<file path="src/rtl/memory_stage_if.sv">
// Data-memory bus between the memory stage (master) and the data memory (slave):
// a req/gnt request handshake followed by an rvalid load response.
interface memory_stage_if #(
    parameter int XLEN = 32
);
    logic            req;
    logic            we;
    logic [XLEN-1:0] addr;
    logic [XLEN-1:0] wdata;
    logic [3:0]      wstrb;
    logic            gnt;
    logic            rvalid;
    logic [XLEN-1:0] rdata;

    modport master (
        output req, we, addr, wdata, wstrb,
        input  gnt, rvalid, rdata
    );

    modport slave (
        input  req, we, addr, wdata, wstrb,
        output gnt, rvalid, rdata
    );
endinterface

</file>
<file path="src/rtl/memory_stage.sv">
// Pipeline memory stage: issues data-memory loads/stores, extends load data and
// fills the memory/writeback register, stalling execute while an access is pending.
module memory_stage #(
    parameter int XLEN        = 32,
    parameter int LOAD_WIDTH  = 5,
    parameter int STORE_WIDTH = 3
) (
    input  logic                   clk_i,
    input  logic                   rst,
    input  logic                   execute_vaild_i,
    input  logic [LOAD_WIDTH-1:0]  ED_load_op_i,
    input  logic [STORE_WIDTH-1:0] ED_store_op_i,
    input  logic [XLEN-1:0]        ED_valE_i,
    input  logic [XLEN-1:0]        ED_rs2_data_i,
    input  logic                   ED_need_dstE_i,
    input  logic [4:0]             ED_dstE_i,
    input  logic                   ED_sel_reg_i,
    input  logic [XLEN-1:0]        ED_PC_i,
    input  logic                   ED_commit_i,
    input  logic                   writeback_allow_in_i,
    memory_stage_if.master         dmem,
    output logic                   memory_allow_in_o,
    output logic                   memory_vaild_o,
    output logic [XLEN-1:0]        MD_valE_o,
    output logic [XLEN-1:0]        MD_valM_o,
    output logic                   MD_need_dstE_o,
    output logic [4:0]             MD_dstE_o,
    output logic                   MD_sel_reg_o,
    output logic [XLEN-1:0]        MD_PC_o,
    output logic                   MD_commit_o,
    output logic                   MD_misalign_o
);

    typedef enum logic [1:0] {
        IDLE,
        WAIT,
        HOLD
    } state_t;

    state_t          state;
    logic [XLEN-1:0] valm_buf;

    logic            is_load;
    logic            is_store;
    logic            memop;
    logic            half_access;
    logic            word_access;
    logic            misaligned;
    logic            done;
    logic [1:0]      off;
    logic [7:0]      load_byte;
    logic [15:0]     load_half;
    logic [XLEN-1:0] load_ext;
    logic [XLEN-1:0] valm_next;

    assign off         = ED_valE_i[1:0];
    assign is_load     = |ED_load_op_i;
    assign is_store    = |ED_store_op_i;
    assign memop       = execute_vaild_i & (is_load | is_store);
    assign half_access = ED_load_op_i[1] | ED_load_op_i[4] | ED_store_op_i[1];
    assign word_access = ED_load_op_i[2] | ED_store_op_i[2];
    assign misaligned  = memop & ((half_access & off[0]) | (word_access & (|off)));

    // A request is only ever raised from IDLE, so at most one access is outstanding.
    assign dmem.req  = (state == IDLE) & memop & ~misaligned;
    assign dmem.we   = is_store;
    assign dmem.addr = {ED_valE_i[XLEN-1:2], 2'b00};

    assign done = ~execute_vaild_i | ~memop | misaligned
                | (dmem.req & dmem.gnt & is_store)
                | ((state == WAIT) & dmem.rvalid)
                | (state == HOLD);

    assign memory_allow_in_o = done & writeback_allow_in_i;

    always_comb begin
        dmem.wdata = ED_rs2_data_i;
        dmem.wstrb = 4'b1111;
        if (ED_store_op_i[0]) begin
            dmem.wdata = {4{ED_rs2_data_i[7:0]}};
            dmem.wstrb = 4'b0001 << off;
        end else if (ED_store_op_i[1]) begin
            dmem.wdata = {2{ED_rs2_data_i[15:0]}};
            dmem.wstrb = off[1] ? 4'b1100 : 4'b0011;
        end
    end

    always_comb begin
        load_byte = dmem.rdata[7:0];
        case (off)
            2'd1:    load_byte = dmem.rdata[15:8];
            2'd2:    load_byte = dmem.rdata[23:16];
            2'd3:    load_byte = dmem.rdata[31:24];
            default: load_byte = dmem.rdata[7:0];
        endcase
        load_half = off[1] ? dmem.rdata[31:16] : dmem.rdata[15:0];
        load_ext  = dmem.rdata;
        if (ED_load_op_i[0])
            load_ext = {{(XLEN-8){load_byte[7]}}, load_byte};
        else if (ED_load_op_i[1])
            load_ext = {{(XLEN-16){load_half[15]}}, load_half};
        else if (ED_load_op_i[3])
            load_ext = {{(XLEN-8){1'b0}}, load_byte};
        else if (ED_load_op_i[4])
            load_ext = {{(XLEN-16){1'b0}}, load_half};
    end

    // Once writeback has stalled a finished load, the bus data is gone; use the buffer.
    always_comb begin
        valm_next = '0;
        if (is_load & ~misaligned)
            valm_next = (state == HOLD) ? valm_buf : load_ext;
    end

    always_ff @(posedge clk_i) begin
        if (!rst) begin
            state    <= IDLE;
            valm_buf <= '0;
        end else begin
            case (state)
                IDLE: begin
                    if (dmem.req && dmem.gnt) begin
                        if (is_load)
                            state <= WAIT;
                        else if (!writeback_allow_in_i)
                            state <= HOLD;
                    end
                end
                WAIT: begin
                    if (dmem.rvalid) begin
                        if (writeback_allow_in_i) begin
                            state <= IDLE;
                        end else begin
                            valm_buf <= load_ext;
                            state    <= HOLD;
                        end
                    end
                end
                HOLD: begin
                    if (writeback_allow_in_i)
                        state <= IDLE;
                end
                default: state <= IDLE;
            endcase
        end
    end

    always_ff @(posedge clk_i) begin
        if (!rst) begin
            memory_vaild_o <= 1'b0;
            MD_valE_o      <= '0;
            MD_valM_o      <= '0;
            MD_need_dstE_o <= 1'b0;
            MD_dstE_o      <= '0;
            MD_sel_reg_o   <= 1'b0;
            MD_PC_o        <= '0;
            MD_commit_o    <= 1'b0;
            MD_misalign_o  <= 1'b0;
        end else if (memory_allow_in_o) begin
            memory_vaild_o <= execute_vaild_i;
            if (execute_vaild_i) begin
                MD_valE_o      <= ED_valE_i;
                MD_valM_o      <= valm_next;
                MD_need_dstE_o <= ED_need_dstE_i & ~misaligned;
                MD_dstE_o      <= ED_dstE_i;
                MD_sel_reg_o   <= ED_sel_reg_i;
                MD_PC_o        <= ED_PC_i;
                MD_commit_o    <= ED_commit_i;
                MD_misalign_o  <= misaligned;
            end else begin
                MD_valE_o      <= '0;
                MD_valM_o      <= '0;
                MD_need_dstE_o <= 1'b0;
                MD_dstE_o      <= '0;
                MD_sel_reg_o   <= 1'b0;
                MD_PC_o        <= '0;
                MD_commit_o    <= 1'b0;
                MD_misalign_o  <= 1'b0;
            end
        end
    end

endmodule

</file>
<file path="src/flat_wrapper.sv">
// flat-port wrapper written by rule: the top's interface ports become plain ports
module memory_stage_flat 
#(
    parameter int XLEN        = 32,
    parameter int LOAD_WIDTH  = 5,
    parameter int STORE_WIDTH = 3
)
  (clk_i, rst, execute_vaild_i, ED_load_op_i, ED_store_op_i, ED_valE_i, ED_rs2_data_i, ED_need_dstE_i, ED_dstE_i, ED_sel_reg_i, ED_PC_i, ED_commit_i, writeback_allow_in_i, memory_allow_in_o, memory_vaild_o, MD_valE_o, MD_valM_o, MD_need_dstE_o, MD_dstE_o, MD_sel_reg_o, MD_PC_o, MD_commit_o, MD_misalign_o, dmem_req, dmem_we, dmem_addr, dmem_wdata, dmem_wstrb, dmem_gnt, dmem_rvalid, dmem_rdata);
  memory_stage_if #(.XLEN(XLEN)) dmem_i ();
  input  logic clk_i;
  input  logic rst;
  input  logic execute_vaild_i;
  input  logic [LOAD_WIDTH-1:0] ED_load_op_i;
  input  logic [STORE_WIDTH-1:0] ED_store_op_i;
  input  logic [XLEN-1:0] ED_valE_i;
  input  logic [XLEN-1:0] ED_rs2_data_i;
  input  logic ED_need_dstE_i;
  input  logic [4:0] ED_dstE_i;
  input  logic ED_sel_reg_i;
  input  logic [XLEN-1:0] ED_PC_i;
  input  logic ED_commit_i;
  input  logic writeback_allow_in_i;
  output logic memory_allow_in_o;
  output logic memory_vaild_o;
  output logic [XLEN-1:0] MD_valE_o;
  output logic [XLEN-1:0] MD_valM_o;
  output logic MD_need_dstE_o;
  output logic [4:0] MD_dstE_o;
  output logic MD_sel_reg_o;
  output logic [XLEN-1:0] MD_PC_o;
  output logic MD_commit_o;
  output logic MD_misalign_o;
  output wire logic [$bits(dmem_i.req)-1:0] dmem_req;
  output wire logic [$bits(dmem_i.we)-1:0] dmem_we;
  output wire logic [$bits(dmem_i.addr)-1:0] dmem_addr;
  output wire logic [$bits(dmem_i.wdata)-1:0] dmem_wdata;
  output wire logic [$bits(dmem_i.wstrb)-1:0] dmem_wstrb;
  input wire logic [$bits(dmem_i.gnt)-1:0] dmem_gnt;
  input wire logic [$bits(dmem_i.rvalid)-1:0] dmem_rvalid;
  input wire logic [$bits(dmem_i.rdata)-1:0] dmem_rdata;
  assign dmem_req = dmem_i.req;
  assign dmem_we = dmem_i.we;
  assign dmem_addr = dmem_i.addr;
  assign dmem_wdata = dmem_i.wdata;
  assign dmem_wstrb = dmem_i.wstrb;
  assign dmem_i.gnt = dmem_gnt;
  assign dmem_i.rvalid = dmem_rvalid;
  assign dmem_i.rdata = dmem_rdata;
  memory_stage #(.XLEN(XLEN), .LOAD_WIDTH(LOAD_WIDTH), .STORE_WIDTH(STORE_WIDTH)) u_core (.clk_i(clk_i), .rst(rst), .execute_vaild_i(execute_vaild_i), .ED_load_op_i(ED_load_op_i), .ED_store_op_i(ED_store_op_i), .ED_valE_i(ED_valE_i), .ED_rs2_data_i(ED_rs2_data_i), .ED_need_dstE_i(ED_need_dstE_i), .ED_dstE_i(ED_dstE_i), .ED_sel_reg_i(ED_sel_reg_i), .ED_PC_i(ED_PC_i), .ED_commit_i(ED_commit_i), .writeback_allow_in_i(writeback_allow_in_i), .dmem(dmem_i), .memory_allow_in_o(memory_allow_in_o), .memory_vaild_o(memory_vaild_o), .MD_valE_o(MD_valE_o), .MD_valM_o(MD_valM_o), .MD_need_dstE_o(MD_need_dstE_o), .MD_dstE_o(MD_dstE_o), .MD_sel_reg_o(MD_sel_reg_o), .MD_PC_o(MD_PC_o), .MD_commit_o(MD_commit_o), .MD_misalign_o(MD_misalign_o));
endmodule
</file>
<file path="config.mk">
export PLATFORM = sky130hd
export DESIGN_NAME = memory_stage_flat
export DESIGN_NICKNAME = d
export VERILOG_FILES = /design/src/rtl/memory_stage_if.sv /design/src/rtl/memory_stage.sv /design/src/flat_wrapper.sv
export SDC_FILE = /design/constraint.sdc
export NUM_CORES = 1
export LEC_CHECK = 0
export CAP_MARGIN = 20
export CORE_MARGIN = 2
export CORE_UTILIZATION = 40
export CTS_BUF_LIST = sky130_fd_sc_hd__clkbuf_8
export DETAILED_ROUTE_END_ITERATION = 6
export DONT_BUFFER_PORTS = 1
export PLACE_DENSITY_LB_ADDON = 0.2
export SLEW_MARGIN = 40
export SYNTH_ARGS = -nofsm -noshare
export SYNTH_HDL_FRONTEND = slang
export SYNTH_SLANG_ARGS = --single-unit
</file>
<file path="constraint.sdc">
create_clock -name clk_i -period 2 [get_ports clk_i]
set_input_delay 0.4 -clock clk_i [delete_from_list [all_inputs] [get_ports clk_i]]
set_output_delay 0.4 -clock clk_i [all_outputs]
set_load 0.02 [all_outputs]
</file>
Yosys cells after proc, flatten, opt, wreduce, memory -nomap -nowiden
Cells that the tools add are included.
{ "totals": {"reg_bits": 140, "out_inout_bits": 177, "in_bits": 150, "wordCells": 82} }
{ "classes": {"eq_ne": 9, "muxes": 28, "n_shift": 1, "n_bitwise": 26, "n_reduce_logical": 7} }
{ "ops": {"columns": ["operator", "n"], "rows": [
  ["32-bit 2-to-1 mux", 11],
  ["8-bit one-hot mux with 3 select lines", 1],
  ["16-bit 2-to-1 mux", 1],
  ["1-bit bitwise AND", 12],
  ["2-bit 2-to-1 mux", 6],
  ["4-bit 2-to-1 mux", 3],
  ["1-bit bitwise OR", 10],
  ["2-bit == test, second input constant", 3],
  ["2-bit inequality test, second input constant", 3],
  ["2-bit one-hot mux with 3 select lines", 1],
  ["5-bit 2-to-1 mux", 1],
  ["5-bit OR reduction", 1],
  ["2-bit by 1-bit == test with 1-bit output, second input constant", 2],
  ["1-bit 2-to-1 mux", 4],
  ["1-bit NOT", 4],
  ["4-bit AND reduction", 1],
  ["1-bit by 2-bit << shifter with 4-bit output, first input constant", 1],
  ["3-bit by 2-bit inequality test with 1-bit output, second input constant", 1],
  ["3-bit AND reduction", 1],
  ["3-bit OR reduction", 1],
  ["2-bit zero test", 1],
  ["2-bit OR reduction", 1],
  ["1-bit logical AND", 1]
]} }

Logic depth before layout (Yosys ltp)
{ "depth": {"word_depth": 13, "ltp_mapped": 9} }

Worst setup path before layout
Ideal clock, no wire load.
{ "synth_timing": {"path_kind": "in2out", "from": "input port ED_load_op_i[4]", "to": "output port memory_allow_in_o", "required_time_ns": 1.600, "path_slack_ns": -0.068, "arrival_ns": 1.668, "stages": 8, "path_cell_list": "buf_2 -> nor3_4 -> nand3_1 -> a21bo_2 -> o21ai_2 -> inv_2 -> buf_6 -> buf_6"} }
{ "synth_via": {"elab_chain_cells": 13, "elab_cells_between_ends": 20, "classes_between": "bitwise (19); reduce/logical (1)"} }
{ "synth_lines": {"columns": ["element", "line_no", "rtl"], "rows": [
  ["start, declared", "flat_wrapper.sv:13", "input logic [LOAD_WIDTH-1:0] ED_load_op_i;"],
  ["1-bit bitwise OR (2 in a row)", "memory_stage.sv:60", "assign half_access = ED_load_op_i[1] | ED_load_op_i[4] | ED_store_op_i[1];"],
  ["1-bit bitwise AND", "memory_stage.sv:62", "assign misaligned = memop & ((half_access & off[0]) | (word_access & (|off)));"],
  ["1-bit bitwise OR", "memory_stage.sv:62", null],
  ["1-bit bitwise AND", "memory_stage.sv:62", null],
  ["1-bit NOT", "memory_stage.sv:65", "assign dmem.req = (state == IDLE) & memop & ~misaligned;"],
  ["1-bit bitwise AND", "memory_stage.sv:65", null],
  ["1-bit bitwise AND (2 in a row)", "memory_stage.sv:70", "| (dmem.req & dmem.gnt & is_store)"],
  ["1-bit bitwise OR *", "memory_stage.sv:70", null],
  ["1-bit bitwise OR *", "memory_stage.sv:71", "| ((state == WAIT) & dmem.rvalid)"],
  ["1-bit bitwise OR *", "memory_stage.sv:72", "| (state == HOLD);"],
  ["1-bit bitwise AND *", "memory_stage.sv:74", "assign memory_allow_in_o = done & writeback_allow_in_i;"],
  ["end, declared", "flat_wrapper.sv:23", "output logic memory_allow_in_o;"]
]} }
Every way passes the cells marked *; elsewhere a longest branch is shown, timed or not.

Final worst setup path
{ "layout_timing": {"from": "register u_core.state[0]", "to": "output port memory_allow_in_o"} }
{ "layout_via": {"elab_chain_cells": 9, "elab_cells_between_ends": 12, "classes_between": "eq/ne (2); bitwise (9); reduce/logical (1)"} }
{ "layout_lines": {"columns": ["element", "line_no", "rtl"], "rows": [
  ["start, declared", "memory_stage.sv:40", "state_t state;"],
  ["start signal, assigned", "memory_stage.sv:117", "state <= IDLE;"],
  ["start signal, assigned", "memory_stage.sv:124", "state <= WAIT;"],
  ["start signal, assigned", "memory_stage.sv:126", "state <= HOLD;"],
  ["2-bit zero test", "memory_stage.sv:65", null],
  ["1-bit bitwise AND (2 in a row)", "memory_stage.sv:65", null],
  ["1-bit bitwise AND (2 in a row)", "memory_stage.sv:70", null],
  ["1-bit bitwise OR", "memory_stage.sv:70", null],
  ["1-bit bitwise OR", "memory_stage.sv:71", null],
  ["1-bit bitwise OR *", "memory_stage.sv:72", null],
  ["1-bit bitwise AND *", "memory_stage.sv:74", null]
]} }
Marked as above.

==> impl_metrics.env <==
export IMPL_status="complete, but fails checks"
export IMPL_violations="design-rule violations"
export IMPL_tns_ns=0
export IMPL_die_h_microns=140
export IMPL_p_per_area_nw_per_um2=819
export IMPL_met2_usage=0.380
export IMPL_rsz0062_at_grt="false"
export IMPL_clk_path_buf_depth=2
export IMPL_synth_cell_type_count=49
export IMPL_critPathLaunch="u_core.state[0]"
export IMPL_start_kind="flop"
export IMPL_design_die_area_sq_um=19600
export IMPL_fin_cells=1058
export IMPL_antenna_found_initial=0
export IMPL_synth_edff_count=0
export IMPL_cts_sinks=140
export IMPL_fp_dieW_microns=140
export IMPL_ys_warnings_count=0
export IMPL_hold_viol_final=0
export IMPL_drv_cap=0
export IMPL_place_hpwl_microns=15600
export IMPL_areaGrowthSynthToFinish_pct=7.54
export IMPL_tritoncts="built"
export IMPL_min_period_ns=1.90
export IMPL_grt_use_total=0.211
export IMPL_async_reset_ff_frac=0
export IMPL_syn_area_sq_um=7410
export IMPL_gr_max_usage_layer="met2"
export IMPL_hold_path_startpoint="ED_PC_i[29]"
export IMPL_arrival_ns=1.50
export IMPL_place_congestion=0.890
export IMPL_slew_violations=0
export IMPL_synth_area_per_cell_sq_um=8.56
export IMPL_grt_pass1_vias=5956
export IMPL_numCtsBuffers=17
export IMPL_max_freq_mhz=527
export IMPL_tightest_slew_ns=0.678
export IMPL_io_pins=327
export IMPL_holdWs_ns=0.103
export IMPL_clk_latency_ns=0.45
export IMPL_wirelength_microns=21600
export IMPL_finalCritPeriodShare=0.948
export IMPL_ant_nets=0
export IMPL_drt_initial_drc_count=339
export IMPL_slew_headroom=0.543
export IMPL_grtUsageMet1=0.238
export IMPL_remaining_drc_errors=11
export IMPL_initial_core_util=0.409
export IMPL_crit_type="flop to output port"
export IMPL_critical_path_required_ns=1.60
export IMPL_ir_worst_vdd_mv=0.392
export IMPL_via_count=6089
export IMPL_wl_per_cell_microns=20.4
export IMPL_drive_gt1_frac=0.150
export IMPL_antenna_diode_count=0
export IMPL_cts_root_buffer_cell="clkbuf_8"
export IMPL_grt_use_met3=0.0636
export IMPL_ys_seq_elements=140
export IMPL_vias_per_cell=5.76
export IMPL_numPortBuffers=0
export IMPL_r2r_start="u_core.state[0]"
export IMPL_end_kind="output port"
export IMPL_fp_row_count=49
export IMPL_p_leak_nw=3.13
export IMPL_grt_remaining_overflow=0
export IMPL_clk_pin_slew_ns=0.08
export IMPL_drt_pass1_iter_count=7
export IMPL_synthCells=865
export IMPL_setup_viol=0
export IMPL_yosysSeqAreaShare=0.378
export IMPL_h_tree_depth=4
export IMPL_grt_pass1_wl_microns=32700
export IMPL_grt_max_degree=215
export IMPL_post_place_cells=1025
export IMPL_worstHoldPathType="input port to flop"
export IMPL_fp_coreArea_sq_um=18100
export IMPL_skew_ns=0.0124
export IMPL_nNetsFinal=967
export IMPL_crit_fanout=10
export IMPL_synth_ff_type="dfxtp_1"
## layer usage
| metal | vias to the layer above | routed length [microns] | part of all wire |
|---|---|---|---|
| met3 | 34 | 1580 | 0.073 |
| met5 | - | 0 | 0 |
| met2 | 281 | 11100 | 0.52 |
| li1 | 2885 | - | - |
| met1 | 2889 | 8370 | 0.39 |
| met4 | 0 | 499 | 0.023 |
## logic make-up after synthesis
kind of cell,after synthesis,synth area share
AO/OA/AOI/OAI,144,0.136
buffers and inverters,130,0.0975
flip-flops,140,0.378
multiplexers,135,0.198
other,1,0.000506
AND/OR/NAND/NOR,315,0.189
## registers in the layout, summed over array words and instances, names as in the netlist, 2 cells and up
| name | flops |
|---|---|
| u_core.MD_PC_o | 32 |
| u_core.MD_valE_o | 32 |
| u_core.MD_valM_o | 32 |
| u_core.valm_buf | 32 |
| u_core.MD_dstE_o | 5 |
| u_core.state | 2 |
## per-stage QoR
| step | cell area, sq um | setup slack [ns] | util | power, mW |
|---|---|---|---|---|
| after floorplan | 7450 | -0.00375 | - | 3.87 |
| final | 7960 | 0.104 | 0.440 | 6.52 |
| after detailed placement | 7430 | -0.0155 | 0.411 | 3.85 |
| after global placement | 7430 | 0.0826 | 0.411 | 3.83 |
| after global routing | 7960 | 0.0146 | 0.440 | 6.75 |
| after CTS | 7930 | 0.0240 | 0.438 | 6.57 |
## what timing repair did
item,in CTS,in global routing
hold buffers,0,1
buffers inserted,0,1
pin swaps,0,1
hold endpoints to repair,0,1
setup endpoints to repair,1,2
resized for setup,6,4
## critical path, cell delays in order (launching register included)
cell and delay, ns:
dfxtp_4 0.39, nand2b_4 0.17, o221ai_4 0.13, o21ai_4 0.24, inv_6 0.12
## cells in the mapped netlist, drive strengths merged, types with 6 or more instances
library cell,number,area [sq um]
clkbuf,52,195
o21ai,36,184
nor2b,15,93.8
a21oi,27,139
buf,62,467
nand2,188,706
mux2,14,158
a211oi,9,67.6
a22oi,6,45.0
nor2,8,30.0
o221ai,16,140
dfxtp,140,2800
mux4,8,180
inv,16,60.1
o211ai,8,60.1
nand3,82,415
a21boi,13,97.6
mux2i,113,1130
o221a,7,78.8
## power breakdown
group          total [mW]  internal (mW)  switching (mW)
Combinational       0.754          0.343           0.411
Sequential           3.04           2.88           0.164
Clock                2.73           1.56            1.17
Total                6.52           4.78            1.74
## worst paths after layout
kind	slack (ns)	endpoint	cells past startpoint
worst min register to register	0.47	u_core.valm_buf[22]	2
worst min-delay path	0.10	u_core.MD_PC_o[29]	2
worst max-delay path	0.10	memory_allow_in_o	4
worst max register to register	0.22	u_core.MD_valM_o[11]	5
## cell type report
cell class	count	area, sq um
clock buffers	19	262
clock inverters	12	209
fillers	1771	10100
inverters	16	65.1
multi-input cells	596	3950
flip-flops and latches	140	2810
well taps	229	287
repair buffers	46	385
## layout by cell type (no fill, tap or decap), types with 8 or more instances in the layout
cell / instances
o211ai_1: 8
nand2_1: 187
a21oi_1: 26
buf_4: 42
inv_1: 15
o221ai_1: 15
mux4_2: 8
nand3_1: 81
o21ai_0: 33
clkbuf_8: 19
a211oi_1: 9
nor2b_1: 15
mux2i_1: 113
mux2_2: 14
dfxtp_1: 139
a21boi_0: 13
Power figures use the tool's default switching activity.
